**src/rtl/chirp_sched_pkg.sv**
```systemverilog
// Purpose: shared widths, limits and state encoding for the chirp pulse scheduler.
// Latency: none (declarations only).
// Backpressure: n/a.
package chirp_sched_pkg;

  localparam int WF_PARAM_W = 128;
  localparam int PRI_W_DEF  = 32;
  localparam int NP_W_DEF   = 16;

  // Shortest legal PRI; smaller programmed values are raised to this.
  localparam int PRI_MIN = 2;

  typedef enum logic [2:0] {
    ST_IDLE   = 3'd0,
    ST_ARM    = 3'd1,
    ST_FIRE   = 3'd2,
    ST_ACTIVE = 3'd3,
    ST_GAP    = 3'd4
  } sched_state_t;

endpackage

```
**src/rtl/chirp_sched_timer.sv**
```systemverilog
// Purpose: PRI interval counter and per-state handshake watchdog for the scheduler.
// Latency: counters update one clock after load/run; flags are combinational from the counters.
// Backpressure: none; the caller decides when the counters run or clear.
module chirp_sched_timer #(
  parameter int PRI_W          = 32,
  parameter int TIMEOUT_CYCLES = 4096
) (
  input  logic             clk,
  input  logic             rst,
  input  logic             load,
  input  logic             run,
  input  logic [PRI_W-1:0] limit,
  input  logic             wait_clr,
  input  logic             wait_run,
  output logic             pri_met,
  output logic             pri_over,
  output logic             timeout_hit
);

  localparam int WT_W = $clog2(TIMEOUT_CYCLES + 1);
  localparam logic [WT_W-1:0] WT_LAST = WT_W'(TIMEOUT_CYCLES - 1);

  logic [PRI_W-1:0] pri_cnt;
  logic [WT_W-1:0]  wait_cnt;

  // PRI counter: restarts at 1 on each chirp trigger, then counts up and sticks at all-ones.
  always_ff @(posedge clk or posedge rst) begin
    if (rst) begin
      pri_cnt <= '0;
    end else if (load) begin
      pri_cnt <= PRI_W'(1);
    end else if (run && (pri_cnt != '1)) begin
      pri_cnt <= pri_cnt + PRI_W'(1);
    end
  end

  // Watchdog: counts cycles spent in one waiting state, cleared whenever the state changes.
  always_ff @(posedge clk or posedge rst) begin
    if (rst) begin
      wait_cnt <= '0;
    end else if (wait_clr) begin
      wait_cnt <= '0;
    end else if (wait_run && (wait_cnt != WT_LAST)) begin
      wait_cnt <= wait_cnt + WT_W'(1);
    end
  end

  // The caller keeps limit >= 2, so limit-2 cannot underflow. pri_met is true on the
  // cycle whose closing edge brings the counter to limit-1.
  assign pri_met     = (pri_cnt >= (limit - PRI_W'(2)));
  assign pri_over    = (pri_cnt >= limit);
  assign timeout_hit = wait_run && (wait_cnt == WT_LAST);

endmodule

```
**src/rtl/chirp_pulse_scheduler.sv**
```systemverilog
// Purpose: sequences a radar pulse train: waveform write handshake, chirp trigger, PRI spacing.
// Latency: chirp_init rises 3 clocks after start when wf_write_ready and chirp_ready answer at once.
// Backpressure: stalls in ARM/FIRE on wf_write_ready/chirp_ready; watchdog aborts after TIMEOUT_CYCLES.
// Optional: CHIRP_SCHED_EXT_TRIG_EN adds ext_trig; GAP then also waits for its rising edge.
module chirp_pulse_scheduler
  import chirp_sched_pkg::*;
#(
  parameter int PRI_W          = PRI_W_DEF,
  parameter int NP_W           = NP_W_DEF,
  parameter int TIMEOUT_CYCLES = 4096
) (
  input  logic                  clk_in1,
  input  logic                  reset,
  input  logic                  start,
  input  logic                  abort,
  input  logic [NP_W-1:0]       num_pulses,
  input  logic [PRI_W-1:0]      pri_cycles,
  input  logic [WF_PARAM_W-1:0] wf_params_in,
  output logic [WF_PARAM_W-1:0] waveform_parameters,
  output logic                  init_wf_write,
  input  logic                  wf_write_ready,
  input  logic                  chirp_ready,
  output logic                  chirp_init,
  input  logic                  chirp_done,
`ifdef CHIRP_SCHED_EXT_TRIG_EN
  input  logic                  ext_trig,
`endif
  output logic                  busy,
  output logic [NP_W-1:0]       pulse_count,
  output logic                  train_done,
  output logic                  overrun,
  output logic                  timeout_err
);

  sched_state_t     state;
  sched_state_t     state_nxt;

  logic [NP_W-1:0]  np_lat;
  logic [PRI_W-1:0] pri_lat;

  logic accept;
  logic fire;
  logic decide;
  logic finish;
  logic fail;
  logic set_ovr;
  logic last_pulse;
  logic wait_run;

  logic pri_met;
  logic pri_over;
  logic timeout_hit;

`ifdef CHIRP_SCHED_EXT_TRIG_EN
  logic ext_trig_q;
  logic trig_rise;

  // Delayed copy of ext_trig for rising-edge detection.
  always_ff @(posedge clk_in1 or posedge reset) begin
    if (reset) begin
      ext_trig_q <= 1'b0;
    end else begin
      ext_trig_q <= ext_trig;
    end
  end

  assign trig_rise = ext_trig & ~ext_trig_q;
  // The external trigger may hold the gap indefinitely, so the watchdog covers it too.
  assign wait_run  = (state == ST_ARM) || (state == ST_FIRE) ||
                     (state == ST_ACTIVE) || (state == ST_GAP);
`else
  assign wait_run  = (state == ST_ARM) || (state == ST_FIRE) || (state == ST_ACTIVE);
`endif

  // Train ends once the programmed count is reached; zero means run until aborted.
  assign last_pulse = (np_lat != '0) && (pulse_count == np_lat);

  chirp_sched_timer #(
    .PRI_W          (PRI_W),
    .TIMEOUT_CYCLES (TIMEOUT_CYCLES)
  ) u_timer (
    .clk         (clk_in1),
    .rst         (reset),
    .load        (fire),
    .run         (busy),
    .limit       (pri_lat),
    .wait_clr    (state_nxt != state),
    .wait_run    (wait_run),
    .pri_met     (pri_met),
    .pri_over    (pri_over),
    .timeout_hit (timeout_hit)
  );

  // State register.
  always_ff @(posedge clk_in1 or posedge reset) begin
    if (reset) begin
      state <= ST_IDLE;
    end else begin
      state <= state_nxt;
    end
  end

  // Next-state and per-cycle events; abort overrides everything else.
  always_comb begin
    state_nxt = state;
    accept    = 1'b0;
    fire      = 1'b0;
    decide    = 1'b0;
    finish    = 1'b0;
    fail      = 1'b0;
    set_ovr   = 1'b0;

    case (state)
      ST_IDLE: begin
        if (start) begin
          accept    = 1'b1;
          state_nxt = ST_ARM;
        end
      end
      ST_ARM: begin
        if (wf_write_ready) begin
          state_nxt = ST_FIRE;
        end else if (timeout_hit) begin
          fail      = 1'b1;
          state_nxt = ST_IDLE;
        end
      end
      ST_FIRE: begin
        if (chirp_ready) begin
          fire      = 1'b1;
          state_nxt = ST_ACTIVE;
        end else if (timeout_hit) begin
          fail      = 1'b1;
          state_nxt = ST_IDLE;
        end
      end
      ST_ACTIVE: begin
        if (chirp_done) begin
          if (pri_over) begin
            // Chirp already used up the whole interval: skip the gap.
            set_ovr = 1'b1;
            decide  = 1'b1;
          end else begin
            state_nxt = ST_GAP;
          end
        end else if (timeout_hit) begin
          fail      = 1'b1;
          state_nxt = ST_IDLE;
        end
      end
      ST_GAP: begin
`ifdef CHIRP_SCHED_EXT_TRIG_EN
        if (pri_met && trig_rise) begin
          decide = 1'b1;
        end else if (timeout_hit) begin
          fail      = 1'b1;
          state_nxt = ST_IDLE;
        end
`else
        if (pri_met) begin
          decide = 1'b1;
        end
`endif
      end
      default: begin
        state_nxt = ST_IDLE;
      end
    endcase

    if (decide) begin
      if (last_pulse) begin
        finish    = 1'b1;
        state_nxt = ST_IDLE;
      end else begin
        state_nxt = ST_ARM;
      end
    end

    if (abort && (state != ST_IDLE)) begin
      state_nxt = ST_IDLE;
      fire      = 1'b0;
      finish    = 1'b0;
      fail      = 1'b0;
      set_ovr   = 1'b0;
    end
  end

  // Train configuration captured at start; the host may change its inputs mid-train.
  always_ff @(posedge clk_in1 or posedge reset) begin
    if (reset) begin
      np_lat              <= '0;
      pri_lat             <= PRI_W'(PRI_MIN);
      waveform_parameters <= '0;
    end else if (accept) begin
      np_lat              <= num_pulses;
      pri_lat             <= (pri_cycles < PRI_W'(PRI_MIN)) ? PRI_W'(PRI_MIN) : pri_cycles;
      waveform_parameters <= wf_params_in;
    end
  end

  // Pulse counting, one-cycle strobes and sticky error flags.
  always_ff @(posedge clk_in1 or posedge reset) begin
    if (reset) begin
      pulse_count <= '0;
      chirp_init  <= 1'b0;
      train_done  <= 1'b0;
      overrun     <= 1'b0;
      timeout_err <= 1'b0;
    end else begin
      chirp_init <= fire;
      train_done <= finish;
      if (accept) begin
        pulse_count <= '0;
        overrun     <= 1'b0;
        timeout_err <= 1'b0;
      end else begin
        if (fire) begin
          pulse_count <= pulse_count + NP_W'(1);
        end
        if (set_ovr) begin
          overrun <= 1'b1;
        end
        if (fail) begin
          timeout_err <= 1'b1;
        end
      end
    end
  end

  // Write request is simply "in ARM", so abort, timeout and reset drop it on the same edge.
  assign init_wf_write = (state == ST_ARM);
  assign busy          = (state != ST_IDLE);

endmodule
```
**config.mk**
```make
export PLATFORM = sky130hd
export DESIGN_NAME = chirp_pulse_scheduler
export DESIGN_NICKNAME = d
export VERILOG_FILES = /design/src/rtl/chirp_sched_pkg.sv /design/src/rtl/chirp_sched_timer.sv /design/src/rtl/chirp_pulse_scheduler.sv
export SDC_FILE = /design/constraint.sdc
export NUM_CORES = 1
export LEC_CHECK = 0
export ABC_CLOCK_PERIOD_IN_PS = 18300
export BUFFER_PORTS_ARGS = -buffer_cell sky130_fd_sc_hd__buf_2
export CAP_MARGIN = 20
export CORE_AREA = 2 2 178 180
export CTS_CLUSTER_DIAMETER = 50
export CTS_CLUSTER_SIZE = 28
export DETAILED_ROUTE_END_ITERATION = 10
export DIE_AREA = 0 0 180 182
export PLACE_DENSITY_LB_ADDON = 0.08
export SLEW_MARGIN = 15
export SYNTH_ARGS = -nofsm -noshare
export SYNTH_HDL_FRONTEND = slang
export SYNTH_SLANG_ARGS = --single-unit
```
**constraint.sdc**
```tcl
create_clock -name clk_in1 -period 18.3 [get_ports clk_in1]
set_clock_uncertainty 0.1 [all_clocks]
set_input_delay 0.915 -clock clk_in1 [delete_from_list [all_inputs] [get_ports clk_in1]]
set_output_delay 0.915 -clock clk_in1 [all_outputs]
set_load 0.01 [all_outputs]
```
==> metrics.cfg, run 1 <==
[setup_path]
r2r-end=u_timer.wait_cnt[2]$_DFFE_PP0P_
worstSetupEndpointType=register
crit_path_max_incr_delay_ps=500
crit_slowest_cell=xor2_2
r2r_cells=19
critPathCapture=u_timer.wait_cnt[2]$_DFFE_PP0P_
startpoint=pri_lat[5]$_DFFE_PP0P_
cp.arrival_ps=5210
crit_path_cell_trace=nor4_4, nand2_2, or3_4, nor3_4, nand3_2, nor4_4, nand2_2, nor4_2, xnor2_1, ha_1, a21oi_1, nand2_1, a221oi_1, o22ai_1, a31oi_1, nand2_1, a31o_2, xor2_2, nor3_1
crit_type=reg -> reg
rr_startpoint=pri_lat[5]$_DFFE_PP0P_
critPathMaxFanout=13
r2r_slack_ps=13320
critPathLaunchType=register
worstPathRequired_ps=18540

[routing]
routed.top_layer=met5
first_pass_iters=6
met1_length_um=13720
drtAntennaViolNets=0
post_drt_wl_per_cell_um=18.59
totalWireLength_um=34530
dr_wl_met3_um=2247
met2WireLength_um=18010
drt_iter0_drc=387
vias=9302
vias_per_cell=5.009
post-route-drc-count=0

[floorplan]
dieArea_um2=32760
die_y_um=182
pin_count=333
die_x_um=180
initial_utilization_pct=39.31
std_cell_rows=65
core_area_um2=30990

[finish]
n_fill_cell=2904
layout-drive-gt1-share_pct=39.41
syn2layout_area_growth_pct=27.74
stdcell_count=1857
fin_nets=1676

[sta]
finalCriticalPeriod_ps=4976
fin_crit_sh_pct=27.19
tns_ps=0
hold_slack_ps=399.8
rsz0062_at_grt=false
setup_viol=0
relSlewSlack_pct=33.92
max_freq_ghz=0.2010
tightest_slew_ps=991.3
hold_violations=0
maxSlewViolCount=0

[clock_tree]
cts_buffers=38
cts_htree_levels=2
cts_resized=0
clk_latency_ps=510
cts.path.max_buffers=3
cts-root-buf=clkbuf_16
clkTransAtPathRegs_ps=60
post-cts-setup-buffers=0
cts_sinks=244
cts_hold_buffers=0
cts_tree=built

[hold_path]
min_path_type=reg -> reg

[pwr]
p_leak_uw=0.007247
vdd_drop_max_mv=0.1031
power_uw=2756
p_per_area_nw_per_um2=177.1

[synthesis]
synth_edf_count=0
yosysSeqAreaShare_pct=50.13
yosys_warnings=0
synth_nets=1335
synth_cells=1085
synth_cell_types=67
synth_area_um2=12180
synthArstFlopShare_pct=100.0
ys.flop_type=dfrtp_1
synth_area_leaders=dfrtp_1, mux2_2, ha_1
synth_commonest_cells=dfrtp_1, mux2_2, nand2_1
synth_top_area_cell=dfrtp_1
synth_top_area_share_pct=49.92
synth_most_common_cell=dfrtp_1
syn-mean-instance-area_um2=11.23
yosys_register_bits=244

[global_routing]
track_usage_pct=20.95
grt_pass1_vias=9569
antenna_found_initial=2
grt_max_degree=116
overflow=0
grt_pass1_wl_um=54390

[run]
max_cap_viol_count=0

[place]
placed_cells=1788
place_congestion=0.7887
port_buffers=332
hpwlAfterDp_um=25970

[run_status]
status=finished, final reports clean

## area by class of cell
type                    instances  area, um^2  area share [%]
flip-flops and latches        244        6107           39.25
clock inverters                24       294.0           1.890
well taps                     402       503.0           3.232
clock buffers                  44        1025           6.585
multi-input cells             756        5736           36.86
inverters                      48       187.7           1.206
repair buffers                338        1707           10.97
diodes                          1       2.502         0.01608
## placed cells by master (no fill, tap or decap), types with 10 or more instances in the layout
cell	synthesis	final
a21oi_1	39	39
and4_1	11	11
buf_2	11	332
clkbuf_16	0	39
dfrtp_1	243	243
ha_1	67	67
inv_1	48	47
mux2_2	144	144
nand2_1	84	84
nand3_1	26	26
nand4_1	31	31
nor2_1	67	67
nor3_1	34	34
nor4_1	16	15
o21ai_0	42	42
o21ai_1	10	10
or3_1	12	12
xnor2_1	58	58
xor2_1	31	31
## where the power goes
| part | internal (uW) | leakage (uW) | switching (uW) |
|---|---|---|---|
| Sequential | 773 | 0.00301 | 190 |
| Clock | 466 | 0.000635 | 274 |
| Combinational | 493 | 0.00360 | 560 |
| Total | 1730 | 0.00725 | 1020 |
## registers in the layout, summed over array words and instances (netlist names)
register,count
pri_lat,32
u_timer.pri_cnt,32
chirp_init,1
waveform_parameters,128
overrun,1
np_lat,16
state,3
train_done,1
timeout_err,1
pulse_count,16
u_timer.wait_cnt,13
## kinds of logic (layout without fill, tap and decap cells)
group                      after synthesis  after routing  share of synthesized area [%]
AOI/OAI and AO/OA                      126            126                          5.998
xor gates and xnor gates                90             90                          6.533
adders and majority gates               67             67                          6.882
buffers and inverters                   85            454                          2.855
DFF                                    244            244                          50.13
muxes                                  147            147                          13.56
other                                    0              1                              0
and+or+nand+nor                        326            326                          14.04
## metrics by stage
stage	setup WS (ps)	cell area, um^2	utilization (%)
2_1_floorplan	10590	12180	-
3_3_place_gp	13360	14240	45.96
3_5_place_dp	13270	14240	45.96
4_1_cts	13210	15560	50.21
5_1_grt	12910	15560	50.22
6_report	13320	15560	50.22
## worst min path at each step
stage,cells past startpoint,to,start
detailed placement,1,waveform_parameters[55]$_DFFE_PP0P_,waveform_parameters[55]$_DFFE_PP0P_
finish,1,waveform_parameters[18]$_DFFE_PP0P_,waveform_parameters[18]$_DFFE_PP0P_
CTS,1,waveform_parameters[116]$_DFFE_PP0P_,waveform_parameters[116]$_DFFE_PP0P_
floorplan,2,u_timer.wait_cnt[8]$_DFFE_PP0P_,u_timer.wait_cnt[8]$_DFFE_PP0P_
global placement,1,waveform_parameters[96]$_DFFE_PP0P_,waveform_parameters[96]$_DFFE_PP0P_
global route,1,waveform_parameters[100]$_DFFE_PP0P_,waveform_parameters[100]$_DFFE_PP0P_
## routing by layer
layer / up-vias / GRT usage [%]
met3: 41 / 5.676
met2: 233 / 37.90
met5: - / 0
li1: 4540 / -
met4: 2 / 4.585
met1: 4486 / 24.84
## worst max-delay path: cells and delay by family, from the launching register on
kind                       cells  cell delay (ps)
AOI/OAI and AO/OA              5             1180
adders and majority gates      1              280
xor gates and xnor gates       2              650
DFF                            1              410
and+or+nand+nor               11             2190
No activity file was read; power rests on OpenSTA's default activity.
==> run 2, diff against run 1 <==
--- a/config.mk
+++ b/config.mk
@@ -5,7 +5,7 @@
 export SDC_FILE = /design/constraint.sdc
 export NUM_CORES = 1
 export LEC_CHECK = 0
-export ABC_CLOCK_PERIOD_IN_PS = 18300
+export ABC_CLOCK_PERIOD_IN_PS = 4300
 export BUFFER_PORTS_ARGS = -buffer_cell sky130_fd_sc_hd__buf_2
 export CAP_MARGIN = 20
 export CORE_AREA = 2 2 178 180
==> constraint.sdc (replaced) <==
create_clock -name clk_in1 -period 4.3 [get_ports clk_in1]
set_clock_uncertainty 0.1 [all_clocks]
set_input_delay 0.215 -clock clk_in1 [delete_from_list [all_inputs] [get_ports clk_in1]]
set_output_delay 0.215 -clock clk_in1 [all_outputs]
set_load 0.01 [all_outputs]
==> metrics.cfg, run 2 (synthesis gave the netlist of run 1 again) <==
[run_status]
status=finished, final reports clean

[clock_tree]
cts_htree_levels=2  ; unchanged
cts.path.max_buffers=3  ; unchanged
cts_buffers=34  ; -11%
clk_latency_ps=520  ; about the same
cts-root-buf=clkbuf_16
cts_sinks=244  ; unchanged
cts_tree=built
clkTransAtPathRegs_ps=60  ; about the same

[pwr]
power_uw=12030  ; +340%
vdd_drop_max_mv=0.4607  ; +350%
p_per_area_nw_per_um2=677.5  ; +280%
p_leak_uw=0.008200  ; +13%

[routing]
drtAntennaViolNets=0  ; unchanged
post_drt_wl_per_cell_um=18.13  ; -2.5%
vias=10401  ; +12%
vias_per_cell=5.022  ; +0.26%
first_pass_iters=5  ; -1
totalWireLength_um=37550  ; +8.8%
post-route-drc-count=0  ; unchanged
drt_iter0_drc=501  ; +29%

[floorplan]
core_area_um2=30990  ; unchanged
die_y_um=182  ; unchanged
die_x_um=180  ; unchanged
pin_count=333  ; unchanged
std_cell_rows=65  ; unchanged
dieArea_um2=32760  ; unchanged
initial_utilization_pct=39.31  ; unchanged

[sta]
relSlewSlack_pct=40.60  ; +6.7 points
max_freq_ghz=0.2361  ; +17%
fin_crit_sh_pct=98.52  ; +71 points
fin_ws_ps=63.73  ; -13260 ps
tns_ps=0  ; unchanged
maxSlewViolCount=0  ; unchanged
hold_slack_ps=108.9  ; -290.9 ps
tightest_slew_ps=884.3  ; -107.0 ps
hold_violations=0  ; unchanged
setup_viol=0  ; unchanged
finalCriticalPeriod_ps=4236  ; -739.4 ps
rsz0062_at_grt=true

[global_routing]
antenna_found_initial=2  ; unchanged
track_usage_pct=22.87  ; +1.9 points
grt_max_degree=91  ; -22%
grt_pass1_vias=11190  ; +17%
grt_pass1_wl_um=59810  ; +10%
overflow=0  ; unchanged

[finish]
reg_top3=waveform_parameters: 128 flops, pri_lat: 32 flops, u_timer.pri_cnt: 32 flops
final_cell_mix=buf_2, dfrtp_1, dlygate4sd3_1
top_register=waveform_parameters
fin_nets=1894  ; +13%
n_fill_cell=2667  ; -8.2%
largest_register_ffs=128  ; unchanged
stdcell_count=2071  ; +12%
final_common_cell=buf_2
layout-drive-gt1-share_pct=37.97  ; -1.4 points
syn2layout_area_growth_pct=45.78

[place]
place_congestion=0.8030  ; +1.8%
placed_cells=1813  ; +1.4%
place_ws_ps=-481.1  ; -13750 ps
hpwlAfterDp_um=26210  ; +0.94%
port_buffers=332  ; unchanged

[run]
max_cap_viol_count=0  ; unchanged

[setup_path]
crit_type=reg -> reg
worstPathRequired_ps=4580  ; -13960 ps
worstSetupEndpointType=register
critPathMaxFanout=8  ; -5
cp.arrival_ps=4510  ; -700 ps
critPathLaunchType=register

[hold_path]
min_path_type=in -> reg

[run 2: cell count changes in the layout (fill, tap and decap cells not counted), moves of 4 or more]
cell           change
nor3_1            -15
nor3_2            +13
dlygate4sd3_1    +179
buf_12             +4
inv_6              -4
buf_4             +34
[run 2: layout make-up]
cell class	count	area [um^2]	area share, %
antenna	2	5.005	0.02818
clock buffer	42	962.2	5.418
clock inverter	17	187.7	1.057
inverter	48	183.9	1.036
multi-input combinational	756	5902	33.23
sequential	244	6107	34.39
tap	402	503.0	2.832
timing repair buffer	560	3908	22.00
[run 2: power breakdown]
group / internal (uW) / switching (uW)
Sequential: 3290 / 801
Clock: 1780 / 1080
Combinational: 2460 / 2630
[run 2: per-stage QoR]
step | instance area (um^2) | utilization (%)
detailed placement | 14460 | 46.67
CTS | 17670 | 57.03
finish | 17760 | 57.31
floorplan | 12190 | -
global placement | 14460 | 46.67
global route | 17760 | 57.31
[run 2: worst max-delay path: stages, from the launching register on]
cell and delay (ps):
dfrtp_1 400, nor4_4 310, nand2_2 90, or3_4 360, nor3_4 150, nand3_2 140
nor4_4 210, nand2_2 90, nor4_2 180, xnor2_1 110, ha_1 310, nand4_1 140
or4_4 470, o22ai_2 220, a31oi_4 60, nand2_1 130, a31o_4 190, xor2_4 200
buf_6 180, nor3_2 50
[run 2: final timing paths]
| check | depth (start not counted) | slack (ps) | end | start |
|---|---|---|---|---|
| max | 19 | 60 | u_timer.wait_cnt[3]$_DFFE_PP0P_ | pri_lat[5]$_DFFE_PP0P_ |
| min | 5 | 110 | state[1]$_DFF_PP0_ | chirp_done |
| max reg2reg | 19 | 60 | u_timer.wait_cnt[3]$_DFFE_PP0P_ | pri_lat[5]$_DFFE_PP0P_ |
| min reg2reg | 1 | 400 | waveform_parameters[108]$_DFFE_PP0P_ | waveform_parameters[108]$_DFFE_PP0P_ |
| max in group asynchronous | 5 | 2830 | pri_lat[1]$_DFFE_PP1P_ | reset |
| min in group asynchronous | 3 | 160 | waveform_parameters[120]$_DFFE_PP0P_ | reset |
[run 2: repair_timing]
| action | CTS | global route |
|---|---|---|
| buffers inserted | 17 | 0 |
| gates cloned | 0 | 1 |
| resized for setup | 27 | 9 |
| setup endpoints to repair | 13 | 16 |
| pin swaps | 29 | 7 |
| endpoints found under the hold margin | 221 | 0 |
| hold buffers | 179 | 0 |
[run 2: per-layer routing]
layer	wire, um	vias to the layer above	GRT usage [%]	share of wire (%)
li1	-	4982	-	-
met5	0	-	0	0
met1	14740	5116	26.12	39
met3	2065	61	5.676	5.5
met2	19940	242	42.33	53
met4	809	0	6.309	2.2
==> run 3, diff against run 2 <==
--- a/config.mk
+++ b/config.mk
@@ -13,6 +13,7 @@
 export CTS_CLUSTER_SIZE = 28
 export DETAILED_ROUTE_END_ITERATION = 10
 export DIE_AREA = 0 0 180 182
+export GPL_TIMING_DRIVEN = 0
 export PLACE_DENSITY_LB_ADDON = 0.08
 export SLEW_MARGIN = 15
 export SYNTH_ARGS = -nofsm -noshare
==> metrics.cfg, run 3 (synthesis gave the netlist of run 1 again) <==
[run_status]
status=finished, violations left
violations=negative setup slack

[sta]
relSlewSlack_pct=46.96  ; +6.4 points
rsz0062_at_grt=true
maxSlewViolCount=0  ; unchanged
fin_ws_ps=-243.6  ; -307.4 ps
hold_violations=0  ; unchanged
finalCriticalPeriod_ps=4544  ; +307.4 ps
tns_ps=-2995  ; -2995 ps
tightest_slew_ps=789.5  ; -94.79 ps
setup_viol=14  ; +14
max_freq_ghz=0.2201  ; -6.8%
fin_crit_sh_pct=105.7  ; +7.1 points

[floorplan]
pin_count=333  ; unchanged
die_y_um=182  ; unchanged
initial_utilization_pct=39.31  ; unchanged
dieArea_um2=32760  ; unchanged
die_x_um=180  ; unchanged
std_cell_rows=65  ; unchanged
core_area_um2=30990  ; unchanged

[pwr]
p_leak_uw=0.008200  ; about the same
p_per_area_nw_per_um2=671.6  ; -0.88%
vdd_drop_max_mv=0.4986  ; +8.2%

[clock_tree]
cts_tree=built
cts_buffers=35  ; +2.9%
cts-root-buf=clkbuf_16
cts_sinks=244  ; unchanged
cts.path.max_buffers=3  ; unchanged
clkTransAtPathRegs_ps=70  ; about the same
clk_latency_ps=510  ; about the same
cts_htree_levels=2  ; unchanged

[finish]
fin_nets=1907  ; +0.69%
syn2layout_area_growth_pct=46.37
final_cell_mix=buf_2, dfrtp_1, dlygate4sd3_1
top_register=waveform_parameters
final_common_cell=buf_2
reg_top3=waveform_parameters: 128 flops, pri_lat: 32 flops, u_timer.pri_cnt: 32 flops
largest_register_ffs=128  ; unchanged
num_antenna_cells=0  ; -2
layout-drive-gt1-share_pct=37.02  ; -0.96 points

[global_routing]
grt_max_degree=35  ; -62%
antenna_found_initial=0  ; -2
overflow=0  ; unchanged
grt_pass1_vias=11051  ; -1.2%
track_usage_pct=22.89  ; about the same
grt_pass1_wl_um=59930  ; +0.21%

[routing]
drtAntennaViolNets=0  ; unchanged
vias=10337  ; -0.62%
totalWireLength_um=37480  ; -0.19%
post_drt_wl_per_cell_um=17.98  ; -0.86%
post-route-drc-count=0  ; unchanged
drt_iter0_drc=370  ; -26%
vias_per_cell=4.958  ; -1.3%
first_pass_iters=4  ; -1

[setup_path]
critPathLaunchType=register
critPathMaxFanout=5  ; -3
crit_type=reg -> reg
worstSetupEndpointType=register
worstPathRequired_ps=4580  ; about the same
cp.arrival_ps=4820  ; +310 ps
r2r_cells=20  ; +1

[place]
hpwlAfterDp_um=27670  ; +5.6%
place_congestion=0.8038  ; about the same
port_buffers=332  ; unchanged
place_ws_ps=-907.8  ; -426.7 ps

[run]
max_cap_viol_count=0  ; unchanged

[hold_path]
holdPathStages=5  ; unchanged
min_path_type=in -> reg

[run 3: cell types whose count changed in the layout (fill, tap and decap cells not counted), sizes merged]
| cell | change |
|---|---|
| clkinvlp | +2 |
| inv | +1 |
| buf | -5 |
| diode | -2 |
| clkinv | -2 |
| bufinv | -1 |
| clkbuf | +21 |
[run 3: per-stage QoR]
stage / hold WS [ps] / cells / total power, uW / util, % / area [um^2]
6_report: 109.2 / 2085 / 11970 / 57.54 / 17830
5_1_grt: 137.9 / 2085 / 12850 / 57.54 / 17830
4_1_cts: 96.33 / 2082 / 12080 / 57.38 / 17780
3_5_place_dp: 198.6 / 1827 / 8738 / 46.83 / 14510
3_3_place_gp: 334.3 / 1819 / 8626 / 46.31 / 14350
2_1_floorplan: 187.3 / 1085 / 6997 / - / 12190
[run 3: area by class of cell]
cell class	count	area (um^2)
tap	402	503.0
inverter	48	183.9
timing repair buffer	535	3745
fill	2641	13160
clock inverter	17	185.2
multi-input combinational	756	5917
buffer	37	188.9
clock buffer	46	999.7
sequential	244	6108
[run 3: critical path, stage by stage, from the launching register on]
cell and delay [ps]:
dfrtp_2 430, nor4_4 340, nand2_2 110, or3_4 370
nor3_4 220, nand3_2 150, nor4_4 210, nand2_2 120
nor4_4 160, xnor2_1 170, ha_1 290, nand4_1 150
inv_1 70, a221oi_2 320, o22ai_2 160, a31oi_4 240
nand2_2 100, a31o_4 250, xor2_4 230, buf_6 170
nor3_2 40
[run 3: layer usage]
metal	global-route usage (%)	wire length (um)
met3	5.556	2154
met5	0	0
met4	6.179	921
met2	40.86	19170
met1	27.54	15230
[run 3: what timing repair did]
item,4_1_cts,5_1_grt
setup endpoints to repair,17,17
setup buffers,12,3
hold buffers,179,0
pin swaps,33,15
hold endpoints to repair,200,0
resized for setup,37,7
cloned,1,0
[run 3: worst paths after layout]
kind / end / start / slack, ps
setup reg to reg: u_timer.wait_cnt[6]$_DFFE_PP0P_ / pri_lat[3]$_DFFE_PP0P_ / -240
max in group asynchronous: pri_lat[1]$_DFFE_PP1P_ / reset / 2570
hold / removal: state[1]$_DFF_PP0_ / chirp_done / 110
min in group asynchronous: waveform_parameters[122]$_DFFE_PP0P_ / reset / 220
hold reg to reg: timeout_err$_DFFE_PP0P_ / timeout_err$_DFFE_PP0P_ / 390
setup / recovery: u_timer.wait_cnt[6]$_DFFE_PP0P_ / pri_lat[3]$_DFFE_PP0P_ / -240
[run 3: where the power goes]
part	internal, uW	switching, uW
Clock	1780	1100
Sequential	3290	788
Combinational	2400	2610
Total	7470	4510
